--- src/rtl/simple_bus_pkg.sv ---
// Shared helpers for the simple_bus interconnect.
// Select-width function and the unmapped-device sentinel.
// Pure compile-time content, no logic.
package simple_bus_pkg;

    // Width needed to index n items, never less than one bit.
    function automatic int unsigned clog2_min1(input int unsigned n);
        return (n <= 1) ? 1 : $clog2(n);
    endfunction

    // Device index used to mark an address that matched no device.
    function automatic int unsigned unmapped_dev(input int unsigned nr_devices);
        return nr_devices;
    endfunction

endpackage

--- src/rtl/simple_bus_arb.sv ---
// Fixed-priority arbiter: lowest set index wins, one-hot plus binary index out.
// Latency: purely combinational, zero cycles.
// Backpressure: none; losers are simply not selected this cycle.
module simple_bus_arb #(
    parameter int unsigned N    = 1,
    parameter int unsigned IdxW = 1
) (
    input  logic [N-1:0]    req,
    output logic [N-1:0]    gnt,
    output logic [IdxW-1:0] idx,
    output logic            any
);

    // Scan upward and keep only the first requester.
    always_comb begin
        gnt = '0;
        idx = '0;
        any = 1'b0;
        for (int i = 0; i < int'(N); i++) begin
            if (req[i] && !any) begin
                gnt[i] = 1'b1;
                idx    = IdxW'(i);
                any    = 1'b1;
            end
        end
    end

endmodule

--- src/rtl/simple_bus.sv ---
// Multi-host to multi-device req/gnt/rvalid bus with fixed-priority hosts and base/mask decode.
// Latency: grant and device req combinational; response routed back one cycle after grant.
// Backpressure: losing hosts see gnt=0 and hold; macro BUS_DECODE_ERR_EN selects error-response vs stall for unmapped addresses.
module simple_bus
    import simple_bus_pkg::*;
#(
    parameter int unsigned NrDevices    = 1,
    parameter int unsigned NrHosts      = 1,
    parameter int unsigned DataWidth    = 32,
    parameter int unsigned AddressWidth = 32
) (
    input  logic                      clk_i,
    input  logic                      rst_ni,

    input  logic                      host_req_i     [NrHosts],
    input  logic                      host_we_i      [NrHosts],
    input  logic [AddressWidth-1:0]   host_addr_i    [NrHosts],
    input  logic [DataWidth/8-1:0]    host_be_i      [NrHosts],
    input  logic [DataWidth-1:0]      host_wdata_i   [NrHosts],
    output logic                      host_gnt_o     [NrHosts],
    output logic                      host_rvalid_o  [NrHosts],
    output logic                      host_err_o     [NrHosts],
    output logic [DataWidth-1:0]      host_rdata_o   [NrHosts],

    output logic                      device_req_o   [NrDevices],
    output logic                      device_we_o    [NrDevices],
    output logic [AddressWidth-1:0]   device_addr_o  [NrDevices],
    output logic [DataWidth/8-1:0]    device_be_o    [NrDevices],
    output logic [DataWidth-1:0]      device_wdata_o [NrDevices],
    input  logic                      device_rvalid_i[NrDevices],
    input  logic                      device_err_i   [NrDevices],
    input  logic [DataWidth-1:0]      device_rdata_i [NrDevices],

    input  logic [AddressWidth-1:0]   cfg_device_addr_base[NrDevices],
    input  logic [AddressWidth-1:0]   cfg_device_addr_mask[NrDevices]
);

    localparam int unsigned HostIdxW = clog2_min1(NrHosts);
    // One extra code point so the sentinel fits alongside real device indices.
    localparam int unsigned DevSelW  = clog2_min1(NrDevices + 1);
    localparam int unsigned Unmapped = unmapped_dev(NrDevices);

    logic [NrHosts-1:0]      host_req_vec;
    logic [NrHosts-1:0]      host_oh;
    logic [HostIdxW-1:0]     host_idx;
    logic                    host_any;

    logic [NrDevices-1:0]    dev_match;
    logic [NrDevices-1:0]    dev_oh;
    logic [DevSelW-1:0]      dev_idx;
    logic                    dev_any;

    logic                    win_we;
    logic [AddressWidth-1:0] win_addr;
    logic [DataWidth/8-1:0]  win_be;
    logic [DataWidth-1:0]    win_wdata;

    logic                    accept;
    logic                    rsp_pend;
    logic [HostIdxW-1:0]     host_sel;
    logic [DevSelW-1:0]      dev_sel;

    logic                    rsp_vld;
    logic                    rsp_err;
    logic [DataWidth-1:0]    rsp_dat;

    // Flatten host requests for the arbiter.
    always_comb begin
        host_req_vec = '0;
        for (int h = 0; h < int'(NrHosts); h++) begin
            host_req_vec[h] = host_req_i[h];
        end
    end

    simple_bus_arb #(
        .N    (NrHosts),
        .IdxW (HostIdxW)
    ) u_host_arb (
        .req (host_req_vec),
        .gnt (host_oh),
        .idx (host_idx),
        .any (host_any)
    );

    // Select the winning host's request fields with the one-hot grant.
    always_comb begin
        win_we    = 1'b0;
        win_addr  = '0;
        win_be    = '0;
        win_wdata = '0;
        for (int h = 0; h < int'(NrHosts); h++) begin
            if (host_oh[h]) begin
                win_we    = host_we_i[h];
                win_addr  = host_addr_i[h];
                win_be    = host_be_i[h];
                win_wdata = host_wdata_i[h];
            end
        end
    end

    // Base/mask match of the winning address against every device window.
    always_comb begin
        dev_match = '0;
        for (int d = 0; d < int'(NrDevices); d++) begin
            dev_match[d] = ((win_addr & cfg_device_addr_mask[d]) == cfg_device_addr_base[d]);
        end
    end

    // Overlapping windows resolve to the lowest device index.
    simple_bus_arb #(
        .N    (NrDevices),
        .IdxW (DevSelW)
    ) u_dev_arb (
        .req (dev_match),
        .gnt (dev_oh),
        .idx (dev_idx),
        .any (dev_any)
    );

`ifdef BUS_DECODE_ERR_EN
    // Unmapped accesses are accepted and answered with an error next cycle.
    assign accept = host_any;
`else
    // Unmapped accesses are left ungranted so the host stalls.
    assign accept = host_any & dev_any;

    unmapped_stall: assert property (@(posedge clk_i) disable iff (!rst_ni)
        !(host_any && !dev_any));
`endif

    // Grant to the winner, req to the decoded device, request fields to everyone.
    always_comb begin
        for (int h = 0; h < int'(NrHosts); h++) begin
            host_gnt_o[h] = accept & host_oh[h];
        end
        for (int d = 0; d < int'(NrDevices); d++) begin
            device_req_o[d]   = accept & dev_oh[d];
            device_we_o[d]    = win_we;
            device_addr_o[d]  = win_addr;
            device_be_o[d]    = win_be;
            device_wdata_o[d] = win_wdata;
        end
    end

    // Remember who to route the next-cycle response between; reset drops it.
    always_ff @(posedge clk_i or negedge rst_ni) begin
        if (!rst_ni) begin
            rsp_pend <= 1'b0;
            host_sel <= '0;
            dev_sel  <= '0;
        end else begin
            rsp_pend <= accept;
            if (accept) begin
                host_sel <= host_idx;
                dev_sel  <= dev_any ? dev_idx : DevSelW'(Unmapped);
            end
        end
    end

    // Pick the responding device (or synthesize the decode error) and steer to the host.
    always_comb begin
        rsp_vld = 1'b0;
        rsp_err = 1'b0;
        rsp_dat = '0;
        if (rsp_pend) begin
            for (int d = 0; d < int'(NrDevices); d++) begin
                if (dev_sel == DevSelW'(d)) begin
                    rsp_vld = device_rvalid_i[d];
                    rsp_err = device_err_i[d];
                    rsp_dat = device_rdata_i[d];
                end
            end
`ifdef BUS_DECODE_ERR_EN
            if (dev_sel == DevSelW'(Unmapped)) begin
                rsp_vld = 1'b1;
                rsp_err = 1'b1;
                rsp_dat = '0;
            end
`endif
        end
        for (int h = 0; h < int'(NrHosts); h++) begin
            host_rvalid_o[h] = 1'b0;
            host_err_o[h]    = 1'b0;
            host_rdata_o[h]  = '0;
            if (rsp_pend && (host_sel == HostIdxW'(h))) begin
                host_rvalid_o[h] = rsp_vld;
                host_err_o[h]    = rsp_err;
                host_rdata_o[h]  = rsp_dat;
            end
        end
    end

endmodule

--- config.mk ---
export PLATFORM = sky130hd
export DESIGN_NAME = simple_bus
export DESIGN_NICKNAME = d
export VERILOG_FILES = /design/src/rtl/simple_bus_pkg.sv /design/src/rtl/simple_bus_arb.sv /design/src/rtl/simple_bus.sv
export SDC_FILE = /design/constraint.sdc
export NUM_CORES = 1
export LEC_CHECK = 0
export ABC_AREA = 1
export CORE_AREA = 2 2 105 107
export DETAILED_ROUTE_END_ITERATION = 8
export DIE_AREA = 0 0 107 109
export GPL_TIMING_DRIVEN = 0
export HOLD_SLACK_MARGIN = 0.05
export PLACE_DENSITY = 0.72
export SLEW_MARGIN = 10
export SYNTH_ARGS = -nofsm -noshare
export SYNTH_HDL_FRONTEND = slang
export SYNTH_SLANG_ARGS = --single-unit
export TNS_END_PERCENT = 20
--- constraint.sdc ---
create_clock -name clk_i -period 3.3 [get_ports clk_i]
set_input_delay 0.99 -clock clk_i [delete_from_list [all_inputs] [get_ports clk_i]]
set_output_delay 0.99 -clock clk_i [all_outputs]
set_load 0.1 [all_outputs]
==> impl_metrics.tcl <==
set metrics [dict create \
    clkPwrFrac_pct 10.9 \
    ys_seq_area_share_pct 2.913 \
    maxCapViolCount 0 \
    cts_buffer_depth 2 \
    p_total_mw 0.8765 \
    clock_latency_ns 0.21 \
    coreArea_sq_um 10600 \
    rows 38 \
    die_y_microns 109 \
    worst_pin_slew_ns 0.9767 \
    p_sw_share_pct 58.90 \
    synth.distinct_cells 16 \
    drive_gt1_share_pct 22.62 \
    reg2reg_from "dev_sel" \
    clkSinkCount 2 \
    hp-class "flip-flop to flip-flop" \
    vias 3260 \
    netlist_area_sq_um 1718 \
    yosysTopAreaCellShare_pct 30.15 \
    finalWorstSetupSlack_ns -0.1292 \
    finalSetupTns_ns -0.2648 \
    synth-main-ff-cell "dfrtp_1" \
    top_layer_used "met4" \
    ys_top_cells_by_count "nand2_1 (138), inv_1 (127), nor2_1 (55)" \
    place_area_sq_um 4667 \
    p_leak_nw 2.949 \
    crit_path_max_fanout 7 \
    internal-power_mw 0.3602 \
    dp.cells 818 \
    io_pins 275 \
    grt_pass1_wl_microns 14970 \
    yosys.area.top_type "nand2_1" \
    path_class "primary input to output port" \
    p_seq_share_pct 2.8 \
    post_drt_wl_per_cell_microns 12.51 \
    clkTransAtPathRegs_ns 0.03 \
    globalRouteOverflowTotal 0 \
    synth_nets 575 \
    ys_ff_latch 2 \
    power_switching_mw 0.5163 \
    yosysMostFrequentCell "nand2_1" \
    worstHoldStart "dev_sel" \
    finalCritPeriodShare_pct 103.9 \
    comb_power_share_pct 86.3 \
    critPathCaptureType "output port" \
    post-route-min-period_ns 3.429 \
    dr.pass1.iters 4 \
    cp.arrival_ns 2.44 \
    place_congestion 0.7580 \
    setup.worst_path.start "host_req_i" \
    status "finished with violations" \
    ys_warn_count 0 \
    report.final.slew_viol_count 0 \
    area_growth_pct 181.8 \
    drtIter0Drc 103 \
    nFillCells 1182 \
    grt_pass1_vias 2979 \
    ctsHtreeMaxLevel 1 \
    synth_area_per_cell_sq_um 4.242 \
    max_slew_margin_pct 35.15 \
    synth.area.top_cells "nand2_1 (30%), inv_1 (28%), nand3_1 (14%)" \
    worst_clock_skew_ns 0 \
    vdd_drop_max_mv 0.09717 \
    powerDensity_nw_per_um2 181.1 \
    root_buffer "clkbuf_8" \
    cp.required_ns 2.31 \
    fmax_ghz 0.2916 \
    tritoncts "done" \
    met1Wirelength_microns 4106 \
    synth_cells 405 \
    setup_violations 3 \
    route.detailed.drc 0 \
    synth_edf_count 0 \
    initial_core_util_pct 16.20 \
    nets 866 \
    fin_area_sq_um 4841 \
    fin_cells 835 \
    async_reset_ff_share_pct 100.0 \
    rsz0062_at_grt "true" \
    violations "setup timing" \
    die_w_microns 107 \
    holdBufCountCts 0 \
    wirelength_microns 10440 \
    ant_nets 0 \
    dp_hpwl_microns 8671 \
    gr-usage-all-layers_pct 16.33 \
    die-area_sq_um 11660 \
    route.met2.wl_microns 5313 \
    grt_start_max_net_pins 11 \
    worstSetupStartpointType "primary input" \
    cts_buffers 3 \
    dr_wl_met3_microns 881 \
    vias_per_cell 3.904 \
    hold_viol 0 \
    io_buffers 273 \
    antenna_found_initial 1 \
]
## cells by family after synthesis
group,after synthesis,share of synthesized area (%)
simple gates,253,60.82
buf+inv,144,34.52
flops,2,2.913
compound gates,6,1.747
## cell type report
cell class                      count  area [sq um]  area share, %
Timing Repair Buffer              286          2675          55.26
Multi-Input combinational cell    259          1225          25.30
Inverter                          128         486.7          10.05
Buffer                             16         185.2          3.825
Tap cell                          140         175.2          3.619
Sequential cell                     2         50.05          1.034
Clock buffer                        3         41.29         0.8529
Antenna cell                        1         2.502        0.05169
## cells in the final DEF (no fill, tap or decap), drive strengths merged
| master | instances |
|---|---|
| buf | 60 |
| clkdlybuf4s18 | 3 |
| nand3 | 48 |
| clkdlybuf4s50 | 77 |
| nand2 | 138 |
| diode | 1 |
| inv | 127 |
| dfrtp | 2 |
| dlygate4sd2 | 103 |
| nand4 | 7 |
| clkbuf | 25 |
| nand3b | 4 |
| clkdlybuf4s15 | 37 |
| nor2 | 56 |
| clkinvlp | 1 |
| o21ai | 6 |
## timing repair
action	4_1_cts	5_1_grt
endpoints found under the setup margin	105	49
endpoints found under the hold margin	0	0
resized for setup	512	60
cloned	2	1
setup buffers	9	1
pin swaps	50	24
## final timing paths
| kind | end | depth (start not counted) | slack [ns] |
|---|---|---|---|
| min | dev_sel | 2 | 0.50 |
| max in group asynchronous | dev_sel | 1 | 2.24 |
| max | device_req_o | 14 | -0.13 |
| min reg2reg | dev_sel | 2 | 0.50 |
| min in group asynchronous | rsp_pend | 1 | 0.95 |
| max reg2reg | dev_sel | 2 | 2.73 |
## per-stage QoR
step / util (%) / hold WS [ns] / setup WS (ns)
6_report: 45.66 / 0.5015 / -0.1292
5_1_grt: 45.66 / 0.5231 / -0.2445
4_1_cts: 44.78 / 0.5029 / -0.1877
3_5_place_dp: 44.02 / 0.5005 / -1.470
3_3_place_gp: 44.02 / 0.4686 / -1.468
2_1_floorplan: - / 0.4601 / -0.7696
## critical path: stages
cell and delay [ns]:
buf_16 0.12, buf_12 0.14, buf_16 0.15, nand2_2 0.05
inv_1 0.04, nand3_1 0.06, nand2_1 0.06, nor2_1 0.08
nand2_1 0.06, nor2_1 0.12, nand2_1 0.10, nor2_4 0.18
buf_12 0.13, buf_12 0.16
## registers in the layout, indices dropped and copies added (netlist names)
| signal | flops |
|---|---|
| dev_sel | 1 |
| rsp_pend | 1 |
## power groups by stage
stage / Combinational [mW] / Clock, mW / Sequential [mW]
global route: 0.799 / 0.104 / 0.0247
finish: 0.756 / 0.0955 / 0.0247
detailed placement: 0.778 / 0 / 0.0250
global placement: 0.774 / 0 / 0.0250
floorplan: 0.446 / 0 / 0.0250
CTS: 0.744 / 0.0986 / 0.0247
## layer usage
metal | GRT usage [%] | up-vias
met3 | 3.945 | 10
met4 | 3.711 | 0
li1 | - | 1740
met1 | 18.36 | 1370
met5 | 0 | -
met2 | 31.03 | 140
Power figures use the tool's default switching activity.
